**src/rtl/ps2_pkg.sv**
```systemverilog
// Shared types and constants for the PS/2 receive path: FSM encoding, scan-code prefixes,
// frame geometry and the odd-parity helper.
package ps2_pkg;

    typedef enum logic [1:0] {
        ST_IDLE   = 2'd0,
        ST_DATA   = 2'd1,
        ST_PARITY = 2'd2,
        ST_STOP   = 2'd3
    } ps2_state_e;

    localparam logic [7:0] PS2_PREFIX_EXT = 8'hE0;
    localparam logic [7:0] PS2_PREFIX_BRK = 8'hF0;
    localparam int         PS2_FRAME_BITS = 11;

    // True when data plus parity bit hold an odd number of ones.
    function automatic logic odd_parity_ok(input logic [7:0] data, input logic par);
        return ^{data, par};
    endfunction

endpackage

```
**src/rtl/ps2_sync_fifo.sv**
```systemverilog
// Single-clock FIFO with combinational head; a push into a full FIFO is accepted
// when a pop happens in the same cycle.
module ps2_sync_fifo #(
    parameter int WIDTH = 8,
    parameter int DEPTH = 8
) (
    input  logic                     clk,
    input  logic                     rst_n,
    input  logic                     push,
    input  logic [WIDTH-1:0]         push_data,
    input  logic                     pop,
    output logic [WIDTH-1:0]         pop_data,
    output logic                     full,
    output logic                     empty,
    output logic [$clog2(DEPTH):0]   level
);

    localparam int AW = $clog2(DEPTH);
    localparam int LW = AW + 1;

    logic [WIDTH-1:0] mem_r [DEPTH];
    logic [AW-1:0]    wr_ptr_r;
    logic [AW-1:0]    rd_ptr_r;
    logic [LW-1:0]    count_r;
    logic             push_ok_s;
    logic             pop_ok_s;

    assign full      = (count_r == LW'(DEPTH));
    assign empty     = (count_r == LW'(0));
    assign level     = count_r;
    assign pop_ok_s  = pop & ~empty;
    assign push_ok_s = push & (~full | pop_ok_s);
    assign pop_data  = empty ? WIDTH'(0) : mem_r[rd_ptr_r];

    // Storage, pointers and occupancy count.
    always_ff @(posedge clk or negedge rst_n) begin
        if (!rst_n) begin
            for (int i = 0; i < DEPTH; i++) begin
                mem_r[i] <= WIDTH'(0);
            end
            wr_ptr_r <= AW'(0);
            rd_ptr_r <= AW'(0);
            count_r  <= LW'(0);
        end else begin
            if (push_ok_s) begin
                mem_r[wr_ptr_r] <= push_data;
                wr_ptr_r        <= wr_ptr_r + AW'(1);
            end
            if (pop_ok_s) begin
                rd_ptr_r <= rd_ptr_r + AW'(1);
            end
            if (push_ok_s && !pop_ok_s) begin
                count_r <= count_r + LW'(1);
            end else if (pop_ok_s && !push_ok_s) begin
                count_r <= count_r - LW'(1);
            end else begin
                count_r <= count_r;
            end
        end
    end

endmodule

```
**src/rtl/ps2_rx_fifo.sv**
```systemverilog
// PS/2 device-to-host receiver: synchroniser, clock glitch filter, frame FSM with timeout,
// error pulses and a ready/valid FIFO. Define PS2_SCAN_DECODE_EN to fold E0/F0 into tags.
module ps2_rx_fifo
    import ps2_pkg::*;
#(
    parameter int FIFO_DEPTH  = 8,
    parameter int SYNC_STAGES = 2,
    parameter int FILTER_LEN  = 4,
    parameter int TIMEOUT_CYC = 50000
) (
    input  logic                          i_clk,
    input  logic                          i_clr_n,
    input  logic                          i_ps2_clk,
    input  logic                          i_ps2_data,
    input  logic                          i_ready,
    input  logic                          i_ovf_clr,
    output logic                          o_valid,
    output logic [7:0]                    o_data,
    output logic                          o_ext,
    output logic                          o_brk,
    output logic [$clog2(FIFO_DEPTH):0]   o_level,
    output logic                          o_overflow,
    output logic                          o_parity_err,
    output logic                          o_frame_err,
    output logic                          o_timeout
);

`ifdef PS2_SCAN_DECODE_EN
    localparam int EW = 10;
`else
    localparam int EW = 8;
`endif
    localparam int FW        = $clog2(FILTER_LEN + 1);
    localparam int TW        = $clog2(TIMEOUT_CYC + 1);
    localparam int DATA_BITS = PS2_FRAME_BITS - 3;

    logic [SYNC_STAGES-1:0] clk_sync_r;
    logic [SYNC_STAGES-1:0] data_sync_r;
    logic                   clk_synced_s;
    logic                   data_synced_s;
    logic                   filt_clk_r;
    logic                   filt_clk_nxt_s;
    logic [FW-1:0]          filt_cnt_r;
    logic [FW-1:0]          filt_cnt_nxt_s;
    logic                   strobe_s;

    ps2_state_e    state_r, state_nxt_s;
    logic [2:0]    bit_cnt_r, bit_cnt_nxt_s;
    logic [7:0]    shift_r, shift_nxt_s;
    logic          par_r, par_nxt_s;
    logic [TW-1:0] tcnt_r, tcnt_nxt_s;
    logic          push_r, push_nxt_s;
    logic [EW-1:0] push_word_r, push_word_nxt_s;
    logic          frame_err_nxt_s;
    logic          parity_err_nxt_s;
    logic          timeout_nxt_s;
`ifdef PS2_SCAN_DECODE_EN
    logic          ext_r, ext_nxt_s;
    logic          brk_r, brk_nxt_s;
`endif

    logic [EW-1:0] head_s;
    logic          full_s;
    logic          empty_s;
    logic          pop_s;
    logic          drop_s;
    logic          ovf_r;

    assign clk_synced_s  = clk_sync_r[SYNC_STAGES-1];
    assign data_synced_s = data_sync_r[SYNC_STAGES-1];

    // Metastability chains; idle bus level is high.
    always_ff @(posedge i_clk or negedge i_clr_n) begin
        if (!i_clr_n) begin
            clk_sync_r  <= {SYNC_STAGES{1'b1}};
            data_sync_r <= {SYNC_STAGES{1'b1}};
        end else begin
            clk_sync_r  <= {clk_sync_r[SYNC_STAGES-2:0], i_ps2_clk};
            data_sync_r <= {data_sync_r[SYNC_STAGES-2:0], i_ps2_data};
        end
    end

    // Filtered clock flips only after FILTER_LEN consecutive disagreeing samples.
    always_comb begin
        filt_clk_nxt_s = filt_clk_r;
        filt_cnt_nxt_s = FW'(0);
        if (clk_synced_s != filt_clk_r) begin
            if (filt_cnt_r == FW'(FILTER_LEN - 1)) begin
                filt_clk_nxt_s = ~filt_clk_r;
                filt_cnt_nxt_s = FW'(0);
            end else begin
                filt_cnt_nxt_s = filt_cnt_r + FW'(1);
            end
        end else begin
            filt_cnt_nxt_s = FW'(0);
        end
    end

    assign strobe_s = filt_clk_r & ~filt_clk_nxt_s;

    // Filter state register.
    always_ff @(posedge i_clk or negedge i_clr_n) begin
        if (!i_clr_n) begin
            filt_clk_r <= 1'b1;
            filt_cnt_r <= FW'(0);
        end else begin
            filt_clk_r <= filt_clk_nxt_s;
            filt_cnt_r <= filt_cnt_nxt_s;
        end
    end

    // Frame FSM next state, timeout and push/error decisions.
    always_comb begin
        state_nxt_s      = state_r;
        bit_cnt_nxt_s    = bit_cnt_r;
        shift_nxt_s      = shift_r;
        par_nxt_s        = par_r;
        tcnt_nxt_s       = tcnt_r;
        push_nxt_s       = 1'b0;
        push_word_nxt_s  = EW'(shift_r);
        frame_err_nxt_s  = 1'b0;
        parity_err_nxt_s = 1'b0;
        timeout_nxt_s    = 1'b0;
`ifdef PS2_SCAN_DECODE_EN
        ext_nxt_s        = ext_r;
        brk_nxt_s        = brk_r;
`endif
        if (state_r == ST_IDLE || strobe_s) begin
            tcnt_nxt_s = TW'(0);
        end else begin
            tcnt_nxt_s = tcnt_r + TW'(1);
        end

        case (state_r)
            ST_IDLE: begin
                if (strobe_s) begin
                    if (!data_synced_s) begin
                        state_nxt_s   = ST_DATA;
                        bit_cnt_nxt_s = 3'd0;
                    end else begin
                        frame_err_nxt_s = 1'b1;
                    end
                end else begin
                    state_nxt_s = ST_IDLE;
                end
            end
            ST_DATA: begin
                if (strobe_s) begin
                    shift_nxt_s   = {data_synced_s, shift_r[7:1]};
                    bit_cnt_nxt_s = bit_cnt_r + 3'd1;
                    if (bit_cnt_r == 3'(DATA_BITS - 1)) begin
                        state_nxt_s = ST_PARITY;
                    end else begin
                        state_nxt_s = ST_DATA;
                    end
                end else begin
                    state_nxt_s = ST_DATA;
                end
            end
            ST_PARITY: begin
                if (strobe_s) begin
                    par_nxt_s   = data_synced_s;
                    state_nxt_s = ST_STOP;
                end else begin
                    state_nxt_s = ST_PARITY;
                end
            end
            ST_STOP: begin
                if (strobe_s) begin
                    state_nxt_s = ST_IDLE;
                    if (!data_synced_s) begin
                        frame_err_nxt_s = 1'b1;
                    end else if (!odd_parity_ok(shift_r, par_r)) begin
                        parity_err_nxt_s = 1'b1;
                    end else begin
`ifdef PS2_SCAN_DECODE_EN
                        if (shift_r == PS2_PREFIX_EXT) begin
                            ext_nxt_s = 1'b1;
                        end else if (shift_r == PS2_PREFIX_BRK) begin
                            brk_nxt_s = 1'b1;
                        end else begin
                            push_nxt_s      = 1'b1;
                            push_word_nxt_s = {ext_r, brk_r, shift_r};
                            ext_nxt_s       = 1'b0;
                            brk_nxt_s       = 1'b0;
                        end
`else
                        push_nxt_s      = 1'b1;
                        push_word_nxt_s = shift_r;
`endif
                    end
                end else begin
                    state_nxt_s = ST_STOP;
                end
            end
            default: begin
                state_nxt_s = ST_IDLE;
            end
        endcase

        // A stalled frame is abandoned; no strobe can coincide with this.
        if (state_r != ST_IDLE && !strobe_s && tcnt_r == TW'(TIMEOUT_CYC - 1)) begin
            state_nxt_s   = ST_IDLE;
            bit_cnt_nxt_s = 3'd0;
            tcnt_nxt_s    = TW'(0);
            timeout_nxt_s = 1'b1;
        end else begin
            timeout_nxt_s = 1'b0;
        end
`ifdef PS2_SCAN_DECODE_EN
        if (frame_err_nxt_s || timeout_nxt_s) begin
            ext_nxt_s = 1'b0;
            brk_nxt_s = 1'b0;
        end else begin
            ext_nxt_s = ext_nxt_s;
            brk_nxt_s = brk_nxt_s;
        end
`endif
    end

    // Frame FSM registers and error pulses.
    always_ff @(posedge i_clk or negedge i_clr_n) begin
        if (!i_clr_n) begin
            state_r      <= ST_IDLE;
            bit_cnt_r    <= 3'd0;
            shift_r      <= 8'd0;
            par_r        <= 1'b0;
            tcnt_r       <= TW'(0);
            push_r       <= 1'b0;
            push_word_r  <= EW'(0);
            o_frame_err  <= 1'b0;
            o_parity_err <= 1'b0;
            o_timeout    <= 1'b0;
`ifdef PS2_SCAN_DECODE_EN
            ext_r        <= 1'b0;
            brk_r        <= 1'b0;
`endif
        end else begin
            state_r      <= state_nxt_s;
            bit_cnt_r    <= bit_cnt_nxt_s;
            shift_r      <= shift_nxt_s;
            par_r        <= par_nxt_s;
            tcnt_r       <= tcnt_nxt_s;
            push_r       <= push_nxt_s;
            push_word_r  <= push_word_nxt_s;
            o_frame_err  <= frame_err_nxt_s;
            o_parity_err <= parity_err_nxt_s;
            o_timeout    <= timeout_nxt_s;
`ifdef PS2_SCAN_DECODE_EN
            ext_r        <= ext_nxt_s;
            brk_r        <= brk_nxt_s;
`endif
        end
    end

    assign pop_s  = i_ready & ~empty_s;
    assign drop_s = push_r & full_s & ~pop_s;

    ps2_sync_fifo #(
        .WIDTH (EW),
        .DEPTH (FIFO_DEPTH)
    ) u_fifo (
        .clk       (i_clk),
        .rst_n     (i_clr_n),
        .push      (push_r),
        .push_data (push_word_r),
        .pop       (pop_s),
        .pop_data  (head_s),
        .full      (full_s),
        .empty     (empty_s),
        .level     (o_level)
    );

    // Sticky overflow; a drop in the same cycle as a clear keeps it set.
    always_ff @(posedge i_clk or negedge i_clr_n) begin
        if (!i_clr_n) begin
            ovf_r <= 1'b0;
        end else if (drop_s) begin
            ovf_r <= 1'b1;
        end else if (i_ovf_clr) begin
            ovf_r <= 1'b0;
        end else begin
            ovf_r <= ovf_r;
        end
    end

    assign o_overflow = ovf_r;
    assign o_valid    = ~empty_s;
    assign o_data     = head_s[7:0];
`ifdef PS2_SCAN_DECODE_EN
    assign o_ext      = head_s[9];
    assign o_brk      = head_s[8];
`else
    assign o_ext      = 1'b0;
    assign o_brk      = 1'b0;
`endif

endmodule

```
**config.mk**
```make
export PLATFORM = sky130hd
export DESIGN_NAME = ps2_rx_fifo
export DESIGN_NICKNAME = d
export VERILOG_FILES = /design/src/rtl/ps2_pkg.sv /design/src/rtl/ps2_sync_fifo.sv /design/src/rtl/ps2_rx_fifo.sv
export SDC_FILE = /design/constraint.sdc
export NUM_CORES = 1
export LEC_CHECK = 0
export BUFFER_PORTS_ARGS = -buffer_cell sky130_fd_sc_hd__buf_2
export CAP_MARGIN = 40
export CORE_ASPECT_RATIO = 0.7
export CORE_MARGIN = 1.5
export CORE_UTILIZATION = 55
export DETAILED_ROUTE_END_ITERATION = 7
export PLACE_DENSITY = 0.75
export SLEW_MARGIN = 15
export SYNTH_ARGS = -nofsm -noshare
export SYNTH_HDL_FRONTEND = slang
export SYNTH_HIERARCHICAL = 1
export SYNTH_SLANG_ARGS = --single-unit
```
**constraint.sdc**
```tcl
create_clock -name i_clk -period 3.1 [get_ports i_clk]
set_input_delay 0.465 -clock i_clk [delete_from_list [all_inputs] [get_ports i_clk]]
set_output_delay 0.465 -clock i_clk [all_outputs]
set_load 0.005 [all_outputs]
```
==> summary.md, run 1 <==
| Metric | Value |
|---|---|
| Port buffer count | `22` |
| Average cell area after synthesis | `14.0 µm²` |
| Fmax | `0.340 GHz` |
| P_int | `0.00299 W` |
| Post-CTS Hold Buffers | `0` |
| Final hold slack | `0.0464 ns` |
| Iter 0 DRT Violations | `219` |
| Clock Power Share | `50.6%` |
| Max H-tree Level | `4` |
| Fin cells | `598` |
| Yosys Warn Count | `6` |
| Fin crit share | `94.8%` |
| Status | `finished clean` |
| Cell Area, Synth | `5830 µm²` |
| Vias/cell | `5.75` |
| Die area | `11200 µm²` |
| GRT overflow | `0` |
| Latest clock arrival within the worst-skew pair | `0.41 ns` |
| Clock net sink count | `125` |
| Core area | `10300 µm²` |
| First-pass DRT Iterations | `6` |
| Placed cell count | `564` |
| Wire per inst | `18.7 µm` |
| RSZ-0062 raised after global routing | `false` |
| Combinational share of power | `5.0%` |
| Setup crit start | `u_fifo/level[3]$_DFFE_PN0P_` |
| Core Rows | `31` |
| Layout cells sized above 1 | `38.2%` |
| Vias in the first global route | `3474` |
| Highest cell delay on the worst timing path | `0.58 ns` |
| Sw Ratio | `22.4%` |
| # Max-Cap Violations | `0` |
| Clock tree buffer depth | `2` |
| Crit path buffers/inverters | `3` |
| Seq pwr share | `44.4%` |
| Vias | `3438` |
| Commonest non-fill, non-tap cell in the layout | `dfrtp_1` |
| Tot GR Track Use | `22.4%` |
| Maximum vdd drop | `0.431 mV` |
| Worst r2r src | `u_fifo/level[3]$_DFFE_PN0P_` |
| Initial antenna violation count | `0` |
| Initial core utilization | `56.5%` |
| Pin count of the biggest net entering global routing | `47` |
| Psw | `0.000859 W` |
| Hold Fails Final Rpt | `0` |
| Root buffer cell | `clkbuf_16` |
| Layout area overhead | `15.1%` |
| Required @ worst endpoint | `3.38 ns` |
| Die Height | `89.1 µm` |
| Syn Inst Count | `417` |
| Crit-path max FO | `6` |
| DRC | `0` |
| # IOs | `25` |
| GP Congestion | `0.873` |
| Num CTS Buffers | `17` |
| First-pass GRT wire length | `18600 µm` |
| Die width | `126 µm` |
| CTS clk-pin slew, worst paths | `0.05 ns` |
| CTS tree | `done` |
| CP Data Arrival Time | `3.22 ns` |
| Yosys reg bits | `125` |
| Final Power | `0.00385 W` |
| Delay-heaviest family, CP | `simple AND/OR/NAND/NOR gates` |
| Ant. Diodes | `0` |
| Slowest CP cell | `or4_4` |
| Setup violators final | `0` |
| DP Wirelength | `7140 µm` |
| EDFF count, synth | `0` |
| Crit Path Class | `flip-flop to flip-flop` |
| PwrDens | `573 nW/µm²` |
| Post-synth ARST share | `100%` |
| Final net count | `474` |
| Post-Route WL | `11200 µm` |
| Reg2reg setup slack | `0.16 ns` |
| Crit-path cells | `or4_4 -> inv_1 -> nor2b_2 -> o21ai_2 -> inv_1 -> ha_1 -> inv_2 -> ha_1 -> or4_1 -> o211ai_1 -> o211ai_1` |
| Distinct cells, synth | `53` |
| Least-Margin Pin Slew | `0.854 ns` |
| Antenna-violating nets left | `0` |
| Rel. slew slack | `43.1%` |
| Clock Skew | `0.00597 ns` |
| Crit path time final | `2.94 ns` |
| Hold Crit Class | `input pin to asynchronous set/reset pin` |
| Setup crit end kind | `flip-flop` |
| TNS Setup | `0 ns` |
| Synth Flop Type | `dfrtp_1` |
| Most frequent cells in the layout | `120 x dfrtp_1, 77 x mux2_2, 24 x xnor2_1` |
| Leak | `3.16 nW` |
| Startpoint Class | `flip-flop` |
| Max-slew violations | `0` |
| Register area share after synthesis | `53.8%` |
## per-layer routing
| layer | track usage [%] | up-vias | share of wire [%] |
|---|---|---|---|
| li1 | - | 1597 | - |
| met4 | 6.90 | 0 | 1.0 |
| met1 | 33.2 | 1770 | 51 |
| met3 | 6.16 | 11 | 3.4 |
| met5 | 0 | - | 0 |
| met2 | 32.6 | 60 | 45 |
## cell families after synthesis
logic type,synth area share (%)
adders and majority gates,3.35
muxes,21.2
xor gates and xnor gates,4.44
AOI/OAI and AO/OA,7.04
and+or+nand+nor,7.82
buffers and inverters,2.25
other,0.0644
DFF,53.8
## power groups by stage
stage	clock, W	combinational (W)	sequential [W]
5_1_grt	0.00206	0.000222	0.00171
2_1_floorplan	0	0.000130	0.00173
4_1_cts	0.00198	0.000198	0.00171
3_3_place_gp	0	0.000189	0.00173
3_5_place_dp	0	0.000196	0.00173
6_report	0.00195	0.000194	0.00171
## final cells by class
type	instances	area [µm²]
well taps	132	165
repair buffers	33	195
inverters	12	45.0
multi-input cells	264	2580
flip-flops and latches	125	3130
fillers	745	3610
clock buffers	21	470
clock inverters	11	118
## cell usage after synthesis (all sizes together), types with 2 or more instances
| master | count | area share (%) |
|---|---|---|
| o2111ai | 4 | 1.6 |
| buf | 10 | 1.0 |
| or3 | 3 | 0.32 |
| mux2 | 77 | 15 |
| ha | 14 | 3.0 |
| o21ai | 5 | 0.62 |
| or4b | 2 | 0.41 |
| nand4 | 3 | 0.32 |
| a22o | 8 | 1.2 |
| nor3 | 8 | 0.69 |
| nor3b | 2 | 0.26 |
| clkbuf | 7 | 0.45 |
| and2 | 2 | 0.21 |
| dfrtp | 120 | 52 |
| or4 | 5 | 0.71 |
| a32o | 2 | 0.34 |
| mux4 | 16 | 6.2 |
| nand3 | 11 | 0.94 |
| dfstp | 5 | 2.3 |
| o211ai | 8 | 1.7 |
| inv | 12 | 0.77 |
| a21oi | 6 | 0.52 |
| xor2 | 3 | 0.45 |
| nor4 | 3 | 0.32 |
| nor2 | 21 | 1.4 |
| nand2 | 13 | 0.84 |
| nor2b | 8 | 0.86 |
| xnor2 | 24 | 3.6 |
## through the flow
| step | util, % | cell area, µm² | worst slack (ns) |
|---|---|---|---|
| 2_1_floorplan | - | 5840 | 0.0284 |
| 3_3_place_gp | 59.1 | 6100 | 0.145 |
| 3_5_place_dp | 59.1 | 6100 | 0.0192 |
| 4_1_cts | 64.9 | 6690 | 0.0444 |
| 5_1_grt | 65.0 | 6710 | 0.0124 |
| 6_report | 65.0 | 6710 | 0.162 |
## registers in the layout, indices dropped and copies added (netlist names)
signal,flops
bit_cnt_r,3
clk_sync_r,2
data_sync_r,2
filt_clk_r,1
filt_cnt_r,3
o_frame_err,1
o_overflow,1
o_parity_err,1
o_timeout,1
par_r,1
push_r,1
push_word_r,8
shift_r,8
state_r,2
tcnt_r,16
u_fifo/level,4
u_fifo/mem_r,64
u_fifo/rd_ptr_r,3
u_fifo/wr_ptr_r,3
## timing repair
action                                  CTS  global route
pin swaps                                 0             1
gates resized for setup                   1             1
endpoints found under the setup margin    1             1
setup buffers                             0             1
## path summary, 6_finish.rpt
kind / end / depth (start not counted)
setup / recovery: u_fifo/level[3]$_DFFE_PN0P_ / 11
hold / removal: u_fifo/mem_r[27]$_DFFE_PN0P_ / 1
setup reg to reg: u_fifo/level[3]$_DFFE_PN0P_ / 11
hold reg to reg: data_sync_r[1]$_DFF_PN1_ / 0
max in group asynchronous: u_fifo/mem_r[17]$_DFFE_PN0P_ / 2
min in group i_clk: clk_sync_r[0]$_DFF_PN1_ / 1
No activity file was read; power rests on OpenSTA's default activity.
==> run 2: changes to the inputs <==
--- a/config.mk
+++ b/config.mk
@@ -9,9 +9,9 @@
 export CAP_MARGIN = 40
 export CORE_ASPECT_RATIO = 0.7
 export CORE_MARGIN = 1.5
-export CORE_UTILIZATION = 55
+export CORE_UTILIZATION = 61
 export DETAILED_ROUTE_END_ITERATION = 7
-export PLACE_DENSITY = 0.75
+export PLACE_DENSITY = 0.79
 export SLEW_MARGIN = 15
 export SYNTH_ARGS = -nofsm -noshare
 export SYNTH_HDL_FRONTEND = slang
==> constraint.sdc (replaced) <==
create_clock -name i_clk -period 3.3 [get_ports i_clk]
set_input_delay 0.495 -clock i_clk [delete_from_list [all_inputs] [get_ports i_clk]]
set_output_delay 0.495 -clock i_clk [all_outputs]
set_load 0.005 [all_outputs]
==> run 2 against run 1 <==
Net effect:
- first-iteration DRC count up 60%
- cell count down 2.2%
- register-to-register slack better by 0.04 ns
- via count up 2.6%
- sequential power down 6%
- global-route usage up 2.7 points
- worst setup slack better by 0.040 ns
- critical path depth unchanged
- clock skew about the same
- largest power group unchanged
==> summary.md, run 2 (same netlist as run 1, synthesis figures left out) <==
| Metric | Value |
|---|---|
| Die width | `120 µm (-4.9%)` |
| Clock tree buffer depth | `2 (unchanged)` |
| Post-CTS Resized | `0 (-1)` |
| Startpoint Class | `flip-flop` |
| Max H-tree Level | `4 (unchanged)` |
| # IOs | `25 (unchanged)` |
| Iter 0 DRT Violations | `350 (+60%)` |
| First-pass GRT wire length | `19100 µm (+2.8%)` |
| Layout area overhead | `13.9%` |
| Port buffer count | `22 (unchanged)` |
| Post-CTS Hold Buffers | `0 (unchanged)` |
| Layout cells sized above 1 | `37.1% (-1.1 points)` |
| Vias/cell | `6.03 (+4.8%)` |
| Vias in the first global route | `3655 (+5.2%)` |
| CTS tree | `done` |
| Leak | `3.10 nW (-1.9%)` |
| Vias | `3526 (+2.6%)` |
| GRT overflow | `0 (unchanged)` |
| Num CTS Buffers | `17 (unchanged)` |
| Tot GR Track Use | `25.1% (+2.7 points)` |
| Clock net sink count | `125 (unchanged)` |
| Rel. slew slack | `40.5% (-2.5 points)` |
| Crit path time final | `3.10 ns (+0.160 ns)` |
| DP Wirelength | `7180 µm (+0.62%)` |
| Largest register FFs | `64 (unchanged)` |
| Fin area | `6640 µm² (-1.1%)` |
| Clock Skew | `0.00636 ns (+0.000393 ns)` |
| Setup crit end kind | `flip-flop` |
| # Max-Cap Violations | `0 (unchanged)` |
| Highest Signal Layer | `met4` |
| Die Height | `84.8 µm (-4.9%)` |
| Setup violators final | `0 (unchanged)` |
| Hold Fails Final Rpt | `0 (unchanged)` |
| Cell Area, Placed | `6080 µm² (-0.39%)` |
| GP Congestion | `0.795 (-8.9%)` |
| DRC | `0 (unchanged)` |
| Required @ worst endpoint | `3.59 ns (+0.21 ns)` |
| Most frequent cells in the layout | `120 x dfrtp_1, 77 x mux2_2, 24 x xnor2_1` |
| Wire per inst | `19.4 µm (+4.0%)` |
| Hold Crit Class | `input pin to asynchronous set/reset pin` |
| Status | `finished clean` |
| Max-slew violations | `0 (unchanged)` |
| Fin crit share | `93.9% (-0.89 points)` |
| CP Data Arrival Time | `3.39 ns (+0.17 ns)` |
| Core Rows | `29 (-6.5%)` |
| Initial antenna violation count | `0 (unchanged)` |
| Fmax | `0.323 GHz (-5.2%)` |
| Met2 Wirelength | `5330 µm (+6.8%)` |
| Metal3 WL | `696 µm (+86%)` |
| Maximum vdd drop | `0.558 mV (+29%)` |
| Latest clock arrival within the worst-skew pair | `0.41 ns (about the same)` |
| TNS Setup | `0 ns (unchanged)` |
| Crit-path max FO | `6 (unchanged)` |
| Crit Path Class | `flip-flop to flip-flop` |
| Fin cells | `585 (-2.2%)` |
| Initial core utilization | `63.5% (+7.0 points)` |
| Commonest non-fill, non-tap cell in the layout | `dfrtp_1` |
| Pin count of the biggest net entering global routing | `126 (+170%)` |
| Final Power | `0.00351 W (-8.8%)` |
| Post-Place Worst Slack | `0.239 ns (+0.220 ns)` |
| PwrDens | `529 nW/µm² (-7.8%)` |
| Ant. Diodes | `0 (unchanged)` |
| Final net count | `469 (-1.1%)` |
| WL met1 | `5180 µm (-9.0%)` |
| Antenna-violating nets left | `0 (unchanged)` |
| Least-Margin Pin Slew | `0.892 ns (+0.0382 ns)` |
| CTS clk-pin slew, worst paths | `0.05 ns (about the same)` |
| First-pass DRT Iterations | `5 (-1)` |
| Postcts setup bufs | `0 (unchanged)` |
| Placed cell count | `553 (-2.0%)` |
| Die area | `10200 µm² (-9.6%)` |
| Core area | `9180 µm² (-11%)` |
| RSZ-0062 raised after global routing | `false` |
| Top reg by flops | `u_fifo/mem_r` |
| Post-Route WL | `11400 µm (+1.7%)` |
| Root buffer cell | `clkbuf_16` |
| Biggest regs | `u_fifo/mem_r (64), tcnt_r (16)` |
| Final setup slack of the worst path | `0.202 ns (+0.0397 ns)` |
[run 2: cell types whose count changed in the layout (fill, tap and decap cells not counted), sizes merged]
cell / change
buf: -5
clkinvlp: +5
clkinv: -1
bufinv: -1
clkbuf: -3
[run 2: final timing paths]
check	startpoint	to	slack, ns	cells past startpoint
setup / recovery	u_fifo/level[3]$_DFFE_PN0P_	u_fifo/level[3]$_DFFE_PN0P_	0.20	11
setup reg to reg	u_fifo/level[3]$_DFFE_PN0P_	u_fifo/level[3]$_DFFE_PN0P_	0.20	11
max in group asynchronous	i_clr_n	u_fifo/mem_r[16]$_DFFE_PN0P_	2.64	2
min in group i_clk	i_ps2_clk	clk_sync_r[0]$_DFF_PN1_	0.18	1
hold / removal	i_clr_n	u_fifo/mem_r[29]$_DFFE_PN0P_	0.14	2
hold reg to reg	data_sync_r[0]$_DFF_PN1_	data_sync_r[1]$_DFF_PN1_	0.35	0
[run 2: final cells by class]
cell class	count	area, µm²
Inverter	12	45.0
Clock buffer	18	429
Fill cell	565	2540
Sequential cell	125	3130
Clock inverter	14	124
Timing Repair Buffer	28	170
Multi-Input combinational cell	264	2580
Tap cell	124	155
[run 2: metrics by stage]
| step | util [%] | hold WS [ns] |
|---|---|---|
| 6_report | 72.3 | 0.144 |
| 5_1_grt | 72.3 | 0.165 |
| 4_1_cts | 72.2 | 0.164 |
| 3_5_place_dp | 66.2 | 0.347 |
| 3_3_place_gp | 66.2 | 0.346 |
| 2_1_floorplan | - | 0.199 |
[run 2: critical path, cell delays in order, from the launching register on]
cell	delay, ns
dfrtp_1	0.44
or4_4	0.59
inv_1	0.13
nor2b_2	0.08
o21ai_1	0.20
inv_1	0.07
ha_1	0.26
inv_1	0.16
ha_1	0.31
or4_1	0.53
o211ai_1	0.13
o211ai_1	0.10
[run 2: where the power goes]
group	total, W	leakage [nW]	internal (W)	switching, W
logic	0.000187	1.12	0.0000660	0.000121
registers	0.00160	1.73	0.00157	0.0000284
clock network	0.00172	0.250	0.00103	0.000688
[run 2: per-layer routing]
metal / vias up / track usage, %
met5: - / 0
li1: 1594 / -
met4: 0 / 11.0
met2: 115 / 37.2
met3: 18 / 6.32
met1: 1799 / 35.7
==> run 3: changes to the inputs <==
--- a/config.mk
+++ b/config.mk
@@ -5,13 +5,14 @@
 export SDC_FILE = /design/constraint.sdc
 export NUM_CORES = 1
 export LEC_CHECK = 0
+export ABC_AREA = 1
 export BUFFER_PORTS_ARGS = -buffer_cell sky130_fd_sc_hd__buf_2
 export CAP_MARGIN = 40
 export CORE_ASPECT_RATIO = 0.7
 export CORE_MARGIN = 1.5
-export CORE_UTILIZATION = 61
+export CORE_UTILIZATION = 62
 export DETAILED_ROUTE_END_ITERATION = 7
-export PLACE_DENSITY = 0.79
+export PLACE_DENSITY = 0.8
 export SLEW_MARGIN = 15
 export SYNTH_ARGS = -nofsm -noshare
 export SYNTH_HDL_FRONTEND = slang
==> run 3 against run 2 <==
Net effect:
- clock power increased by 11%
- critical path depth fell by 5
- first-iteration DRC count rose by 140%
- design area is 14% higher
- clock skew decreased by 0.0011 ns
- sequential cell count did not move
- worst setup slack got worse by 0.0068 ns
- via count grew 70%
- utilization shrank 0.44 points
- non-clock buffer count unchanged
- die area increased by 15%
- count of clock-buffer cells in the layout unchanged
- largest power group unchanged
==> summary.md, run 3 <==
| Metric | Value |
|---|---|
| Largest register FFs | `64 (unchanged)` |
| Root buffer cell | `clkbuf_16` |
| Final net count | `928 (+98%)` |
| RSZ-0062 raised after global routing | `false` |
| Most common cell type on the critical path | `nor2_1` |
| DRC | `0 (unchanged)` |
| EDFF count, synth | `0 (unchanged)` |
| TNS Setup | `0 ns (unchanged)` |
| Latest clock arrival within the worst-skew pair | `0.43 ns (+0.02 ns)` |
| Layout cells sized above 1 | `12.3% (-25 points)` |
| Crit path buffers/inverters | `2 (-1)` |
| Leak | `3.92 nW (+27%)` |
| Highest cell delay on the worst timing path | `0.77 ns (+0.18 ns)` |
| CP Data Arrival Time | `2.61 ns (-0.78 ns)` |
| Antenna-violating nets left | `0 (unchanged)` |
| Post-CTS Resized | `0 (unchanged)` |
| Setup crit end kind | `primary output` |
| Delay-heaviest family, CP | `buffers and inverters` |
| Required @ worst endpoint | `2.80 ns (-0.79 ns)` |
| Final setup slack of the worst path | `0.195 ns (-0.00684 ns)` |
| GRT overflow | `0 (unchanged)` |
| Initial antenna violation count | `0 (unchanged)` |
| Clock net sink count | `125 (unchanged)` |
| Syn Inst Count | `898 (+120%)` |
| Post-Place Worst Slack | `0.517 ns (+0.278 ns)` |
| Startpoint Class | `flip-flop` |
| Post-Route WL | `16400 µm (+44%)` |
| Distinct cells, synth | `42 (-21%)` |
| # Max-Cap Violations | `0 (unchanged)` |
| Max H-tree Level | `4 (unchanged)` |
| Top-count cell post-synth | `nand2_1` |
| Core Rows | `31 (+6.9%)` |
| Commonest non-fill, non-tap cell in the layout | `nand2_1` |
| Least-Margin Pin Slew | `0.780 ns (-0.112 ns)` |
| Cell Area, Synth | `6850 µm² (+18%)` |
| Die area | `11700 µm² (+15%)` |
| Cell Area, Placed | `6970 µm² (+15%)` |
| CTS clk-pin slew, worst paths | `0.06 ns (about the same)` |
| Crit Path Class | `flip-flop to primary output` |
| Largest area contributor in the netlist | `dfrtp_1` |
| Initial core utilization | `64.9% (+1.4 points)` |
| Synth area leaders | `dfrtp_1 44%, nand2_1 17%, inv_1 6.6%` |
| Wire per inst | `15.3 µm (-21%)` |
| Register area share after synthesis | `45.8% (-8.0 points)` |
| Layout Utilization | `71.8% (-0.44 points)` |
| Clock tree buffer depth | `2 (unchanged)` |
| Maximum vdd drop | `0.409 mV (-27%)` |
| Layout area overhead | `10.7%` |
| Core area | `10600 µm² (+15%)` |
| GP Congestion | `0.896 (+13%)` |
| Commonest cells post-synth | `307 x nand2_1, 121 x inv_1, 120 x dfrtp_1, 68 x nand4_1, 65 x nand3_1` |
| Setup violators final | `0 (unchanged)` |
| Rel. slew slack | `48.0% (+7.5 points)` |
| Final hold slack | `0.147 ns (+0.00277 ns)` |
| Hold Fails Final Rpt | `0 (unchanged)` |
| Hold Crit Class | `input pin to asynchronous set/reset pin` |
| Port buffer count | `22 (unchanged)` |
| Ant. Diodes | `0 (unchanged)` |
| First-pass GRT wire length | `27400 µm (+44%)` |
| Iter 0 DRT Violations | `826 (+140%)` |
| CTS tree | `done` |
| Clock Skew | `0.00522 ns (-0.00115 ns)` |
| Yosys Warn Count | `6 (unchanged)` |
| Tot GR Track Use | `30.4% (+5.3 points)` |
| Slowest CP cell | `dfrtp_1` |
| Biggest regs | `u_fifo/mem_r (64), tcnt_r (16)` |
| Max-slew violations | `0 (unchanged)` |
| DP Wirelength | `10700 µm (+49%)` |
| Crit-path max FO | `18 (+12)` |
| First-pass DRT Iterations | `6 (+1)` |
| Vias/cell | `5.62 (-6.7%)` |
| Number of fill cells | `829 (+47%)` |
| Fmax | `0.322 GHz (-0.22%)` |
| Average cell area after synthesis | `7.63 µm² (-45%)` |
| Yosys top cell area share | `43.8% (-7.7 points)` |
| Fin crit share | `94.1% (+0.21 points)` |
| Status | `finished clean` |
| Most frequent cells in the layout | `307 x nand2_1, 121 x inv_1, 119 x dfrtp_1` |
| PwrDens | `506 nW/µm² (-4.3%)` |
| Postcts setup bufs | `0 (unchanged)` |
| Fin area | `7580 µm² (+14%)` |
| # IOs | `25 (unchanged)` |
| Crit path time final | `3.11 ns (+0.00684 ns)` |
| Vias in the first global route | `5583 (+53%)` |
| Num CTS Buffers | `17 (unchanged)` |
| Post-CTS Hold Buffers | `0 (unchanged)` |
| Vias | `6007 (+70%)` |
| Pin count of the biggest net entering global routing | `74 (-41%)` |
| Post-synth ARST share | `100% (unchanged)` |
| Die width | `129 µm (+7.4%)` |
| Die Height | `90.9 µm (+7.3%)` |
| Top reg by flops | `u_fifo/mem_r` |
| Yosys reg bits | `125 (unchanged)` |
| Synth Flop Type | `dfrtp_1` |
| Crit-path cells | `clkinv_1 -> nand3_1 -> nand2_1 -> nor2_1 -> nor2_1 -> buf_2` |
==> run 3: cell count changes after synthesis, moves of 8 or more <==
cell	before	now
nor2_2	0	12
inv_1	12	121
nor2_1	21	59
nand2_1	13	307
nand4_1	3	68
mux4_2	16	0
nand3_1	11	65
buf_2	6	23
nor2b_1	8	0
xnor2_1	24	5
mux2_2	77	0
nand2_2	0	9
a22o_1	8	0
==> run 3: layer usage <==
layer	wire (µm)	share of wire (%)	global-route usage (%)
met5	0	0	0
met4	274	1.7	11.0
met3	1490	9.1	7.42
met2	7290	45	44.8
met1	7300	45	44.0
==> run 3: layout make-up <==
class / instances / area, µm² / area share [%]
well taps: 148 / 185 / 2.44
repair buffers: 28 / 178 / 2.34
flip-flops and latches: 125 / 3140 / 41.4
clock buffers: 18 / 439 / 5.79
multi-input cells: 606 / 2990 / 39.4
clock inverters: 14 / 169 / 2.23
inverters: 129 / 484 / 6.39
==> run 3: report_power, final <==
part,switching (W),leakage (nW),internal (W)
clock,0.000704,0.296,0.00121
sequential,0.0000402,1.72,0.00158
combinational,0.000210,1.91,0.0000955
total,0.000955,3.92,0.00288
==> run 3: final timing paths <==
check,start,end,slack [ns],depth (start not counted)
setup / recovery,u_fifo/rd_ptr_r[1]$_DFFE_PN0P_,o_data[4],0.19,6
hold / removal,i_clr_n,tcnt_r[10]$_DFF_PN0_,0.15,1
setup reg to reg,u_fifo/level[1]$_DFFE_PN0P_,u_fifo/level[3]$_DFFE_PN0P_,0.45,16
hold reg to reg,clk_sync_r[0]$_DFF_PN1_,clk_sync_r[1]$_DFF_PN1_,0.36,0
max in group asynchronous,i_clr_n,u_fifo/mem_r[9]$_DFFE_PN0P_,2.33,2
min in group i_clk,i_ps2_data,data_sync_r[0]$_DFF_PN1_,0.16,1
==> run 3: kinds of logic (layout without fill, tap and decap cells) <==
family	count (synthesis)	in the layout	synth area share (%)
and+or+nand+nor	552	552	37.1
AOI/OAI and AO/OA	24	24	1.94
buffers and inverters	168	189	10.7
adders and majority gates	15	15	2.85
xor gates and xnor gates	13	13	1.66
DFF	125	125	45.8
other	1	2	0.0548
==> run 3: worst register-to-register path, cell delays in order (launching register included) <==
cell,delay [ns]
dfrtp_1,0.47
nor2_4,0.18
nand3_2,0.22
inv_1,0.15
nor2_1,0.09
inv_1,0.09
nand4_4,0.11
nand2_1,0.15
inv_1,0.11
ha_1,0.23
inv_1,0.13
ha_1,0.27
or2_2,0.31
nand3_1,0.09
nand2_1,0.05
nand2_1,0.05
nand2_1,0.05
==> run 3: stage by stage <==
stage                     power, W  std cells
after floorplan            0.00185        899
after global placement     0.00193       1035
after detailed placement   0.00194       1036
after CTS                  0.00385       1068
after global routing       0.00397       1068
final                      0.00383       1068
